==> src/rtl/mcash_rtn_queue.sv <==
// mcash_rtn_queue: per-channel return-path queue for mcash.
// Buffers read-return beats from the shared cache pipeline and presents them
// on one channel's valid/ready return interface. A slot is reserved when the
// front-end accepts a request, so every return is guaranteed storage and the
// pipeline never has to stall or drop a beat.
module mcash_rtn_queue #(
  parameter int DEPTH = 4,
  parameter int DW    = 128
) (
  input  logic                      clk_i,
  input  logic                      rst_i,
  input  logic                      rsv_i,
  output logic                      credit_o,
  input  logic                      push_valid_i,
  input  logic [DW-1:0]             push_data_i,
  output logic                      rtn_valid_o,
  input  logic                      rtn_ready_i,
  output logic [DW-1:0]             rtn_data_o,
  output logic [$clog2(DEPTH):0]    occ_o,
  output logic                      err_o
);

  localparam int AW = $clog2(DEPTH);
  localparam int CW = AW + 1;
  localparam logic [CW-1:0] DEPTH_C = CW'(DEPTH);

  logic [DW-1:0] mem [DEPTH];
  logic [AW-1:0] wr_ptr, rd_ptr;
  logic [CW-1:0] occ, rsv, free;
  logic          err;

  logic rsv_acc, push_acc, pop;
  logic rsv_bad, push_bad;

  // Free slots: neither holding data nor promised to an outstanding request.
  // Uses registered state only, so a pop this cycle never creates credit.
  always_comb begin
    free     = DEPTH_C - occ - rsv;
    credit_o = (free != '0);
  end

  // Accept/reject decisions for this cycle's reserve, push and pop.
  always_comb begin
    rsv_acc  = rsv_i & credit_o;
    rsv_bad  = rsv_i & ~credit_o;
    // A reservation granted this same cycle does not cover this push.
    push_acc = push_valid_i & (rsv != '0);
    push_bad = push_valid_i & (rsv == '0);
    pop      = rtn_valid_o & rtn_ready_i;
  end

  // Return-side outputs; data is forced to zero while the queue is empty.
  always_comb begin
    rtn_valid_o = (occ != '0);
    rtn_data_o  = rtn_valid_o ? mem[rd_ptr] : '0;
    occ_o       = occ;
    err_o       = err;
  end

  // Storage write; contents are deliberately not reset, validity lives in occ.
  always_ff @(posedge clk_i) begin
    if (push_acc) mem[wr_ptr] <= push_data_i;
  end

  // Pointers, counters and sticky error flag.
  always_ff @(posedge clk_i) begin
    if (rst_i) begin
      wr_ptr <= '0;
      rd_ptr <= '0;
      occ    <= '0;
      rsv    <= '0;
      err    <= 1'b0;
    end else begin
      if (push_acc) wr_ptr <= wr_ptr + AW'(1);
      if (pop)      rd_ptr <= rd_ptr + AW'(1);
      occ <= occ + CW'(push_acc) - CW'(pop);
      rsv <= rsv + CW'(rsv_acc) - CW'(push_acc);
      if (rsv_bad | push_bad) err <= 1'b1;
    end
  end

endmodule

==> config.mk <==
export PLATFORM = sky130hd
export DESIGN_NAME = mcash_rtn_queue
export DESIGN_NICKNAME = d
export VERILOG_FILES = /design/src/rtl/mcash_rtn_queue.sv
export SDC_FILE = /design/constraint.sdc
export NUM_CORES = 1
export LEC_CHECK = 0
export CORE_MARGIN = 10
export CORE_UTILIZATION = 50
export DETAILED_ROUTE_END_ITERATION = 10
export GPL_TIMING_DRIVEN = 0
export MAX_ROUTING_LAYER = met4
export PLACE_DENSITY = 0.86
export SLEW_MARGIN = 10
export SYNTH_ARGS = -nofsm -noshare
export SYNTH_HDL_FRONTEND = slang
export SYNTH_SLANG_ARGS = --single-unit
==> constraint.sdc <==
create_clock -name clk_i -period 4.2 [get_ports clk_i]
set_input_delay 0.42 -clock clk_i [delete_from_list [all_inputs] [get_ports clk_i]]
set_output_delay 0.42 -clock clk_i [all_outputs]
set_load 0.03 [all_outputs]
======== Yosys cells after proc, flatten, opt, wreduce, memory -nomap -nowiden ========
Memory sizes are Yosys's and may differ from the RTL's. A register that Yosys moved wholly into a read port is not among the register bits.
Cells that the tools add are included.
cells by class
  $add $sub $neg .......................... 8
  mux-type cells .......................... 5
  bitwise operators ....................... 7
  reduce and logical (&&, ||, !) cells .... 4
operator list
  operator                                                        number
  128-bit 2-to-1 mux                                              1
  3-bit nonzero test                                              3
  3-bit by 1-bit adder with 3-bit output                          2
  3-bit by 1-bit subtractor with 3-bit output                     2
  1-bit bitwise AND                                               5
  2-bit by 1-bit adder with 2-bit output (second input constant)  2
  2-bit 2-to-1 mux                                                2
  3-bit zero test                                                 1
  3-bit subtractor                                                1
  3-bit subtractor (first input constant)                         1
  1-bit 2-to-1 mux                                                2
  1-bit inverter                                                  1
  1-bit OR                                                        1
word-level totals
  register bits ........................... 11
  memory bits (writable) .................. 512
  input bits .............................. 133
  output and inout bits ................... 134
  logic and storage cells ................. 30
  memories kept ........................... 1
memory list
  name  depth  bits a word  rd ports  clocked after Yosys merged registers in  wr ports  line  RTL
  mem   4      128          1         1                                        1         27    logic [DW-1:0] mem [DEPTH];

======== Longest topological paths before layout ========
Gate-level depths: netlist of the first run.
  word-level depth ........................ 6
  depth in mapped cells ................... 13
  gate-level depth less buffers ........... 13

======== Worst setup path before layout of the first run ========
OpenSTA, ideal clock, no wires.
  kind .................................... input -> register
  start point ............................. input port push_valid_i
  end point ............................... memory mem[1][0], enable pin
  library setup time ...................... 0.502 ns
  data arrival time ....................... 3.762 ns
  data required time ...................... 3.698 ns
  path slack .............................. -0.064 ns
  cell stages on the path ................. 3
  path buffers ............................ 1
  path through ............................ o31a_1 clkbuf_1 and2_1
on the way
  longest elaborated chain between the ends .. 3
RTL lines
  element                                 line  RTL
  start: declaration                      14    input logic push_valid_i,
  1-bit bitwise AND                       47    push_acc = push_valid_i & (rsv != '0);
  net push_acc                            32    logic rsv_acc, push_acc, pop;
  1-bit 2-to-1 mux                        62    if (push_acc) mem[wr_ptr] <= push_data_i;
  1-bit 2-to-1 mux (not written as such)  62
  end: declaration                        27
The timed path passes the listed nets, and every way through them passes these cells.

======== Worst setup path in the final report of the first run ========
  start point ............................. register occ[1] (netlist: occ_o[1])
  end point ............................... output port rtn_data_o[68]
on the way
  longest elaborated chain between the ends .. 2
RTL lines
  element                   line  RTL
  start: declaration        29    logic [CW-1:0] occ, rsv, free;
  start signal: assignment  76    occ <= occ + CW'(push_acc) - CW'(pop);
  3-bit nonzero test        54    rtn_valid_o = (occ != '0);
  128-bit 2-to-1 mux        55    rtn_data_o = rtn_valid_o ? mem[rd_ptr] : '0;
  end: declaration          18    output logic [DW-1:0] rtn_data_o,
Every way passes these cells.

==> results.py, run 1 <==
metrics = {
    "detailed_routing": {
        "drtIter0Drc": 744,
        "drc": 0,
        "wl_mm": 43.3,
        "wl_per_cell_um": 24.3,
        "avgViaCountPerCell": 5.47,
        "final_antenna_net_count": 0,
        "num_vias": 9742,
        "drt_pass1_iterations": 5,
    },
    "final_layout": {
        "drive_gt1_share_pct": 19.1,
        "area_growth_pct": 26.0,
        "nets": 1360,
        "layout.cells.non_filler": 1780,
        "postLayoutCellArea_um2": 25400,
    },
    "global_routing": {
        "grt_pass1_wl_mm": 66.4,
        "grt_max_degree": 52,
        "grt_overflow_total": 0,
        "grt_use_total_pct": 18.3,
        "antenna_found_initial": 3,
        "grt_pass1_vias": 10500,
    },
    "power_and_ir_drop": {
        "cellPowerDensity_nw_per_um2": 701,
        "totalPowerFinal_mw": 17.8,
        "p_leak_nw": 8.13,
        "worst_ir_drop_vdd_mv": 0.536,
    },
    "setup_path": {
        "r2r_cells": 13,
        "reg2reg_slack_ns": 1.19,
        "worst_ep_required_time_ns": 3.78,
        "r2r_end": "rsv[2]$_SDFF_PP0_",
        "arrival_ns": 3.29,
        "path_class": "flop to output pin",
        "critPathLaunchType": "flop",
        "r2r_start": "occ_o[1]$_SDFF_PP0_",
        "cp_cell_sequence": "or3_1 > clkbuf_2 > clkbuf_1 > and2_1 > clkdlybuf4s50_1",
        "crit_fanout": 10,
        "crit_path_max_incr_delay_ns": 0.69,
        "worstSetupEndpointType": "output pin",
        "cp_slowest_cell": "clkdlybuf4s50_1",
    },
    "logic_synthesis": {
        "yosysTopAreaCellShare_pct": 76.3,
        "avgSynthCellArea_um2": 22.7,
        "netlist_top_cells_count": "512 x edfxtp_1, 133 x and2_1, 128 x mux4_2, 17 x clkbuf_1",
        "synthArstFlopShare_pct": 0,
        "synth.largest_area_cell": "edfxtp_1",
        "synthesis.nets": 1033,
        "synth.most_common_cell": "edfxtp_1",
        "synthDistinctLibCells": 24,
        "post_synth_inst_count": 887,
        "synth_area_leaders": "edfxtp_1 76%, mux4_2 14%, and2_1 4.1%",
        "ys_seq_area_share_pct": 77.6,
        "syn_area_um2": 20200,
        "ys_warn_count": 0,
        "synth_edf_count": 512,
        "ys.flop_type": "edfxtp_1",
        "synth-seq-cells": 525,
    },
    "place": {
        "dp_cells": 1687,
        "io_buffer_count": 266,
        "dp_worst_setup_slack_ns": 1.07,
        "dpl.hpwl_mm": 28.1,
        "placed_area_um2": 23700,
        "gp_congestion": 0.753,
    },
    "timing": {
        "rsz0062_at_grt": "no",
        "finClkSkew_ns": 0.0119,
        "finalMaxSlewViolations": 0,
        "max_freq_mhz": 270,
        "setup_viol": 0,
        "tightest_slew_ns": 0.917,
        "slew_headroom_pct": 38.8,
        "hold-worst-slack_ns": 0.471,
        "post-route-period-util_pct": 88.3,
        "fin_crit_ns": 3.71,
        "fin_ws_ns": 0.492,
        "final_hold_viol_count": 0,
    },
    "floorplan": {
        "dieArea_um2": 48800,
        "rows": 73,
        "core_um2": 39800,
        "initial_core_util_pct": 50.6,
        "die_y_um": 221,
        "die_w_um": 221,
        "ioPinCount": 267,
    },
    "clock_network": {
        "ctsHoldBuffers": 0,
        "clock_latency_ns": 0.57,
        "ctsResizeCount": 0,
        "cts_buffers": 50,
        "clockBufferDepth": 3,
        "cts_setup_buffers": 0,
        "tritoncts": "yes",
        "root_buffer": "clkbuf_16",
        "cts_sinks": 525,
        "h-tree-depth": 2,
        "clk_pin_slew_ns": 0.06,
    },
    "worst_hold_path": {
        "min_to": "mem[0][109]$_DFFE_PP_",
        "hold_path.class": "primary input to flop",
        "hold_depth": 1,
        "hold_path.startpoint": "push_data_i[109]",
    },
    "outcome": {
        "status": "completed",
    },
    "run": {
        "drv_cap": 0,
    },
}
## cell type report
class / instances / area (um^2)
multi-input combinational: 306 / 4120
inverter: 12 / 45.0
buffer: 44 / 375
clock buffer: 59 / 1310
tap: 525 / 657
clock inverter: 31 / 357
fill: 2654 / 14400
antenna: 3 / 7.51
timing repair buffer: 275 / 2910
sequential: 525 / 15600
## critical path, delay by kind of cell (launching register included)
family	cells	cell delay [ns]
buffers and inverters	3	1.71
DFF	1	0.52
and+or+nand+nor	2	0.47
## metal layers
metal | track usage, % | vias up | wire [um]
li1 | - | 4268 | -
met1 | 22.6 | 5104 | 17300
met2 | 30.0 | 302 | 22800
met3 | 3.56 | 68 | 2340
met4 | 5.50 | 0 | 905
met5 | - | - | 0
## flip-flops by register name, summed over array words and instances, names as in the netlist, named ones only
register / count
rd_ptr: 2
wr_ptr: 2
rsv: 3
err_o: 1
mem: 512
occ_o: 3
## cell families after synthesis
group           Yosys count  synth area share (%)
mux                     129                  14.3
compound gates            6                 0.217
buf+inv                  56                  2.08
fa+ha+maj                13                 0.881
flops                   525                  77.6
xor+xnor                  9                 0.391
simple gates            149                  4.53
## worst max path at each step
| stage | from | end | slack [ns] | cells after the start |
|---|---|---|---|---|
| 2_1_floorplan | push_valid_i | mem[0][0]$_DFFE_PP_ | 1.35 | 3 |
| 3_3_place_gp | push_valid_i | mem[0][88]$_DFFE_PP_ | -0.52 | 4 |
| 3_5_place_dp | flop | rtn_data_o[57] | 1.07 | 5 |
| 4_1_cts | flop | rtn_data_o[57] | 0.43 | 5 |
| 5_1_grt | occ_o[1]$_SDFF_PP0_ | rtn_data_o[69] | 0.37 | 5 |
| 6_report | occ_o[1]$_SDFF_PP0_ | rtn_data_o[68] | 0.49 | 5 |
## placed cells by master (no fill, tap or decap), types with 2 or more instances in the layout
| cell type | synthesis | layout |
|---|---|---|
| clkinv_1 | 0 | 13 |
| ha_1 | 11 | 11 |
| and2_1 | 133 | 129 |
| clkdlybuf4s50_1 | 0 | 266 |
| clkbuf_1 | 17 | 24 |
| clkbuf_16 | 0 | 51 |
| inv_6 | 0 | 3 |
| fa_1 | 2 | 2 |
| buf_12 | 10 | 10 |
| or3_1 | 2 | 2 |
| nor2_1 | 8 | 8 |
| bufinv_16 | 0 | 8 |
| o31ai_1 | 2 | 2 |
| clkinv_2 | 0 | 5 |
| nor2b_1 | 3 | 3 |
| xnor2_1 | 5 | 5 |
| diode_2 | 0 | 3 |
| buf_2 | 13 | 13 |
| buf_6 | 4 | 4 |
| edfxtp_1 | 512 | 512 |
| mux4_2 | 128 | 128 |
| buf_16 | 0 | 9 |
| and2_4 | 0 | 4 |
| dfxtp_1 | 13 | 13 |
| nor3_1 | 2 | 2 |
| inv_1 | 12 | 12 |
| xor2_1 | 4 | 4 |
## stage by stage
step	setup TNS (ns)	utilization, %
2_1_floorplan	0	-
3_3_place_gp	-260.25	59.0
3_5_place_dp	0	59.6
4_1_cts	0	63.8
5_1_grt	0	63.8
6_report	0	63.8
## power breakdown
part | internal, mW | total [mW] | leakage (nW) | switching (mW)
registers | 6.37 | 6.53 | 4.76 | 0.162
logic | 3.00 | 6.73 | 2.56 | 3.74
clock network | 2.71 | 4.56 | 0.809 | 1.85
total | 12.1 | 17.8 | 8.13 | 5.75
No activity file was read; power rests on OpenSTA's default activity.
==> run 2, diff against run 1 <==
Settings changed: RECOVER_POWER set to 50.
==> results.py, run 2 (same netlist as run 1, synthesis figures left out) <==
metrics = {
    "outcome": {
        "status": "finished, violations left",
        "violations": "max-capacitance violations, max-slew violations",
    },
    "floorplan": {
        "die_w_um": 221,
        "initial_core_util_pct": 50.6,
        "ioPinCount": 267,
        "dieArea_um2": 48800,
        "rows": 73,
        "die_y_um": 221,
        "core_um2": 39800,
    },
    "worst_hold_path": {
        "hold_path.startpoint": "rst_i",
        "hold_path.class": "primary input to flop",
        "hold_depth": 2,
        "min_to": "rsv[0]$_SDFF_PP0_",
    },
    "setup_path": {
        "crit_path_max_incr_delay_ns": 0.69,
        "cp_cell_sequence": "or3_1 > clkbuf_2 > clkbuf_1 > and2_1 > clkdlybuf4s50_1",
        "worst_ep_required_time_ns": 3.78,
        "crit_fanout": 10,
        "r2r_end": "mem[0][52]$_DFFE_PP_",
        "r2r_start": "rsv[1]$_SDFF_PP0_",
        "path_class": "flop to output pin",
        "critPathLaunchType": "flop",
        "worstSetupEndpointType": "output pin",
        "reg2reg_slack_ns": 0.56,
        "r2r_cells": 4,
        "arrival_ns": 3.28,
        "cp_slowest_cell": "clkdlybuf4s50_1",
    },
    "timing": {
        "fin_crit_ns": 3.70,
        "slew_headroom_pct": -74.6,
        "rsz0062_at_grt": "no",
        "setup_tns_ns": 0,
        "setup_viol": 0,
        "hold-worst-slack_ns": 0.491,
        "post-route-period-util_pct": 88.1,
        "fin_ws_ns": 0.499,
        "final_hold_viol_count": 0,
        "finClkSkew_ns": 0.0111,
        "max_freq_mhz": 270,
        "finalMaxSlewViolations": 117,
        "tightest_slew_ns": 2.62,
    },
    "place": {
        "dp_worst_setup_slack_ns": 1.07,
        "io_buffer_count": 266,
        "dpl.hpwl_mm": 28.1,
        "dp_cells": 1687,
        "gp_congestion": 0.753,
        "placed_area_um2": 23700,
    },
    "global_routing": {
        "antenna_found_initial": 11,
        "grt_max_degree": 52,
        "grt_pass1_vias": 10500,
        "grt_pass1_wl_mm": 66.4,
        "grt_overflow_total": 0,
        "grt_use_total_pct": 18.3,
    },
    "detailed_routing": {
        "wl_per_cell_um": 24.3,
        "drc": 0,
        "num_vias": 9746,
        "avgViaCountPerCell": 5.45,
        "wl_mm": 43.4,
        "drt_pass1_iterations": 5,
        "drtIter0Drc": 761,
        "final_antenna_net_count": 0,
    },
    "run": {
        "drv_cap": 4,
    },
    "final_layout": {
        "final_common_cell": "edfxtp_1",
        "n_fill_cell": 2652,
        "regMostFlops": "mem",
        "final_core_util_pct": 63.8,
        "layout.cells.non_filler": 1787,
        "largest_reg_flops": 512,
        "final_cell_mix": "512 x edfxtp_1, 137 x clkdlybuf4s50_1, 131 x and2_1, 129 x dlygate4sd3_1, 128 x mux4_2",
        "drive_gt1_share_pct": 18.8,
        "area_growth_pct": 26.1,
        "postLayoutCellArea_um2": 25400,
        "nets": 1360,
    },
    "power_and_ir_drop": {
        "cellPowerDensity_nw_per_um2": 701,
        "p_leak_nw": 8.16,
        "totalPowerFinal_mw": 17.8,
        "worst_ir_drop_vdd_mv": 0.533,
    },
    "clock_network": {
        "cts_setup_buffers": 0,
        "clk_pin_slew_ns": 0.06,
        "h-tree-depth": 2,
        "clockBufferDepth": 3,
        "clock_latency_ns": 0.57,
        "tritoncts": "yes",
        "cts_sinks": 525,
        "ctsResizeCount": 0,
        "ctsHoldBuffers": 0,
        "cts_buffers": 50,
        "root_buffer": "clkbuf_16",
    },
}
run 2: critical path, delay by kind of cell, from the launching register on:
family / cells / cell delay (ns)
DFF: 1 / 0.53
buffers and inverters: 3 / 1.68
and+or+nand+nor: 2 / 0.48
run 2: cell type report:
| type | instances | area, um^2 | share of cell area [%] |
|---|---|---|---|
| timing repair buffer | 275 | 2910 | 11.5 |
| clock buffer | 59 | 1310 | 5.14 |
| antenna | 10 | 25.0 | 0.0985 |
| clock inverter | 31 | 357 | 1.40 |
| inverter | 12 | 45.0 | 0.177 |
| multi-input combinational | 306 | 4110 | 16.2 |
| tap | 525 | 657 | 2.58 |
| sequential | 525 | 15600 | 61.5 |
| buffer | 44 | 375 | 1.48 |
run 2: worst max path at each step:
stage                         from                    to  slack [ns]  cells past startpoint
2_1_floorplan         push_valid_i   mem[0][0]$_DFFE_PP_        1.35                      3
3_3_place_gp          push_valid_i  mem[0][88]$_DFFE_PP_       -0.52                      4
3_5_place_dp                  flop        rtn_data_o[57]        1.07                      5
4_1_cts                       flop        rtn_data_o[57]        0.43                      5
5_1_grt          rsv[1]$_SDFF_PP0_  mem[0][41]$_DFFE_PP_        0.23                      4
6_report       occ_o[1]$_SDFF_PP0_        rtn_data_o[68]        0.50                      5
run 2: per-layer routing:
| metal | vias to the layer above | routed length [um] | global-route usage, % |
|---|---|---|---|
| met5 | - | 0 | - |
| met4 | 0 | 933 | 5.50 |
| met3 | 69 | 2520 | 3.56 |
| met2 | 321 | 22800 | 30.0 |
| met1 | 5077 | 17100 | 22.6 |
| li1 | 4279 | - | - |
run 2: report_power, final:
part	switching, mW	leakage, nW	internal, mW
Combinational	3.74	2.59	2.97
Clock	1.84	0.809	2.71
Sequential	0.164	4.76	6.38
==> run 3, diff against run 2 <==
--- a/config.mk
+++ b/config.mk
@@ -10,4 +10,5 @@
 export DETAILED_ROUTE_END_ITERATION = 10
 export GPL_TIMING_DRIVEN = 0
+export HOLD_SLACK_MARGIN = 0.12
 export MAX_ROUTING_LAYER = met4
 export PLACE_DENSITY = 0.86
==> constraint.sdc (replaced) <==
create_clock -name clk_i -period 4.2 [get_ports clk_i]
set_input_delay 0.84 -clock clk_i [delete_from_list [all_inputs] [get_ports clk_i]]
set_output_delay 0.84 -clock clk_i [all_outputs]
set_load 0.03 [all_outputs]
==> results.py, run 3 (same netlist as run 1, synthesis figures left out) <==
metrics = {
    "detailed_routing": {
        "wl_mm": 43.4,
        "final_antenna_net_count": 0,
        "drc": 0,
        "avgViaCountPerCell": 5.45,
        "drtIter0Drc": 752,
        "num_vias": 9747,
        "wl_per_cell_um": 24.3,
        "drt_pass1_iterations": 5,
    },
    "timing": {
        "final_hold_viol_count": 0,
        "tightest_slew_ns": 2.22,
        "fin_crit_ns": 4.07,
        "finClkSkew_ns": 0.0109,
        "rsz0062_at_grt": "no",
        "setup_viol": 0,
        "finalMaxSlewViolations": 117,
        "fin_ws_ns": 0.125,
        "post-route-period-util_pct": 97.0,
        "slew_headroom_pct": -47.8,
        "max_freq_mhz": 245,
    },
    "clock_network": {
        "cts_setup_buffers": 0,
        "ctsResizeCount": 0,
        "clock_latency_ns": 0.57,
        "cts_sinks": 525,
        "root_buffer": "clkbuf_16",
        "ctsHoldBuffers": 0,
        "h-tree-depth": 2,
        "tritoncts": "yes",
        "clockBufferDepth": 3,
        "clk_pin_slew_ns": 0.06,
        "cts_buffers": 50,
    },
    "power_and_ir_drop": {
        "p_sw_mw": 5.75,
        "power.share.combinational_pct": 37.7,
        "cellInternalPower_mw": 12.1,
        "p_seq_share_pct": 36.7,
        "cellPowerDensity_nw_per_um2": 701,
        "p_sw_share_pct": 32.3,
        "power_frac_clock_pct": 25.6,
        "p_leak_nw": 8.16,
        "worst_ir_drop_vdd_mv": 0.533,
    },
    "final_layout": {
        "largest_reg_flops": 512,
        "area_growth_pct": 26.1,
        "final_core_util_pct": 63.8,
        "nets": 1360,
        "regMostFlops": "mem",
        "final_common_cell": "edfxtp_1",
        "drive_gt1_share_pct": 18.8,
        "n_fill_cell": 2651,
        "final_cell_mix": "512 x edfxtp_1, 136 x clkdlybuf4s50_1, 132 x and2_1, 130 x dlygate4sd3_1, 128 x mux4_2",
    },
    "floorplan": {
        "ioPinCount": 267,
        "dieArea_um2": 48800,
        "die_y_um": 221,
        "rows": 73,
        "die_w_um": 221,
        "initial_core_util_pct": 50.6,
        "core_um2": 39800,
    },
    "worst_hold_path": {
        "hold_path.class": "flop to flop",
    },
    "setup_path": {
        "arrival_ns": 3.23,
        "cp_cell_sequence": "clkbuf_1 > buf_2 > mux4_2 > and2_1 > clkdlybuf4s50_1",
        "path_class": "flop to output pin",
        "worstSetupEndpointType": "output pin",
        "critPathLaunchType": "flop",
        "worst_ep_required_time_ns": 3.36,
        "reg2reg_slack_ns": 0.80,
        "crit_fanout": 10,
        "cp_slowest_cell": "clkbuf_1",
        "crit_path_max_incr_delay_ns": 0.71,
        "crit_buf_inv": 3,
        "cp_top_family": "buffers and inverters",
    },
    "global_routing": {
        "grt_use_total_pct": 18.3,
        "grt_pass1_vias": 10500,
        "grt_pass1_wl_mm": 66.4,
        "antenna_found_initial": 11,
        "grt_max_degree": 52,
        "grt_overflow_total": 0,
    },
    "outcome": {
        "violations": "max-capacitance violations, max-slew violations",
        "status": "finished, violations left",
    },
    "place": {
        "dpl.hpwl_mm": 28.1,
        "gp_congestion": 0.753,
        "dp_worst_setup_slack_ns": 0.652,
        "io_buffer_count": 266,
    },
    "run": {
        "drv_cap": 4,
    },
}
[run 3: cell count changes in the layout (fill, tap and decap cells not counted)]
cell,delta
buf_2,+1
and2_1,+1
clkbuf_1,-1
clkdlybuf4s50_1,-1
dlygate4sd3_1,+1
and2_0,-1
[run 3: area by class of cell]
type	instances	area (um^2)	share of cell area, %
Clock inverter	31	357	1.40
Sequential cell	525	15600	61.5
Tap cell	525	657	2.58
Multi-Input combinational cell	306	4110	16.2
Clock buffer	59	1310	5.14
Timing Repair Buffer	275	2910	11.4
Antenna cell	10	25.0	0.0984
Buffer	44	377	1.48
Inverter	12	45.0	0.177
[run 3: stage by stage]
step	power, mW	std cells	TNS, ns	hold WS [ns]	cell area [um^2]
floorplan	10.7	887	0	0.485	20200
global placement	13.3	1678	-475.28	0.507	23500
detailed placement	13.5	1687	0	0.516	23700
CTS	18.1	1777	0	0.529	25400
global route	18.6	1787	0	0.568	25400
finish	17.8	1787	0	0.527	25400
[run 3: path summary, 6_finish.rpt]
check / startpoint / to / depth (start not counted)
setup / recovery: flop / rtn_data_o[57] / 5
hold / removal: rd_ptr[0]$_SDFFE_PP0P_ / flop / 2
setup reg to reg: rsv[1]$_SDFF_PP0_ / mem[1][9]$_DFFE_PP_ / 4
hold reg to reg: rd_ptr[0]$_SDFFE_PP0P_ / flop / 2
[run 3: worst register-to-register path, stage by stage (launching register included)]
cell	delay, ns
dfxtp_1	0.45
o31a_1	0.16
clkbuf_1	0.34
and2_1	1.69
buf_16	0.35
[run 3: routing by layer]
metal  vias up  global-route usage [%]  routed length, um
met5         -                       -                  0
met3        69                    3.56               2510
met2       315                    30.0              22800
li1       4277                       -                  -
met4         0                    5.50                933
met1      5086                    22.6              17200
[run 3: power by group through the flow]
stage | logic [mW] | clock network [mW] | registers, mW
3_3_place_gp | 6.64 | 0 | 6.66
3_5_place_dp | 6.82 | 0 | 6.64
4_1_cts | 6.88 | 4.65 | 6.54
5_1_grt | 7.11 | 4.87 | 6.59
6_report | 6.71 | 4.55 | 6.54
2_1_floorplan | 4.10 | 0 | 6.64
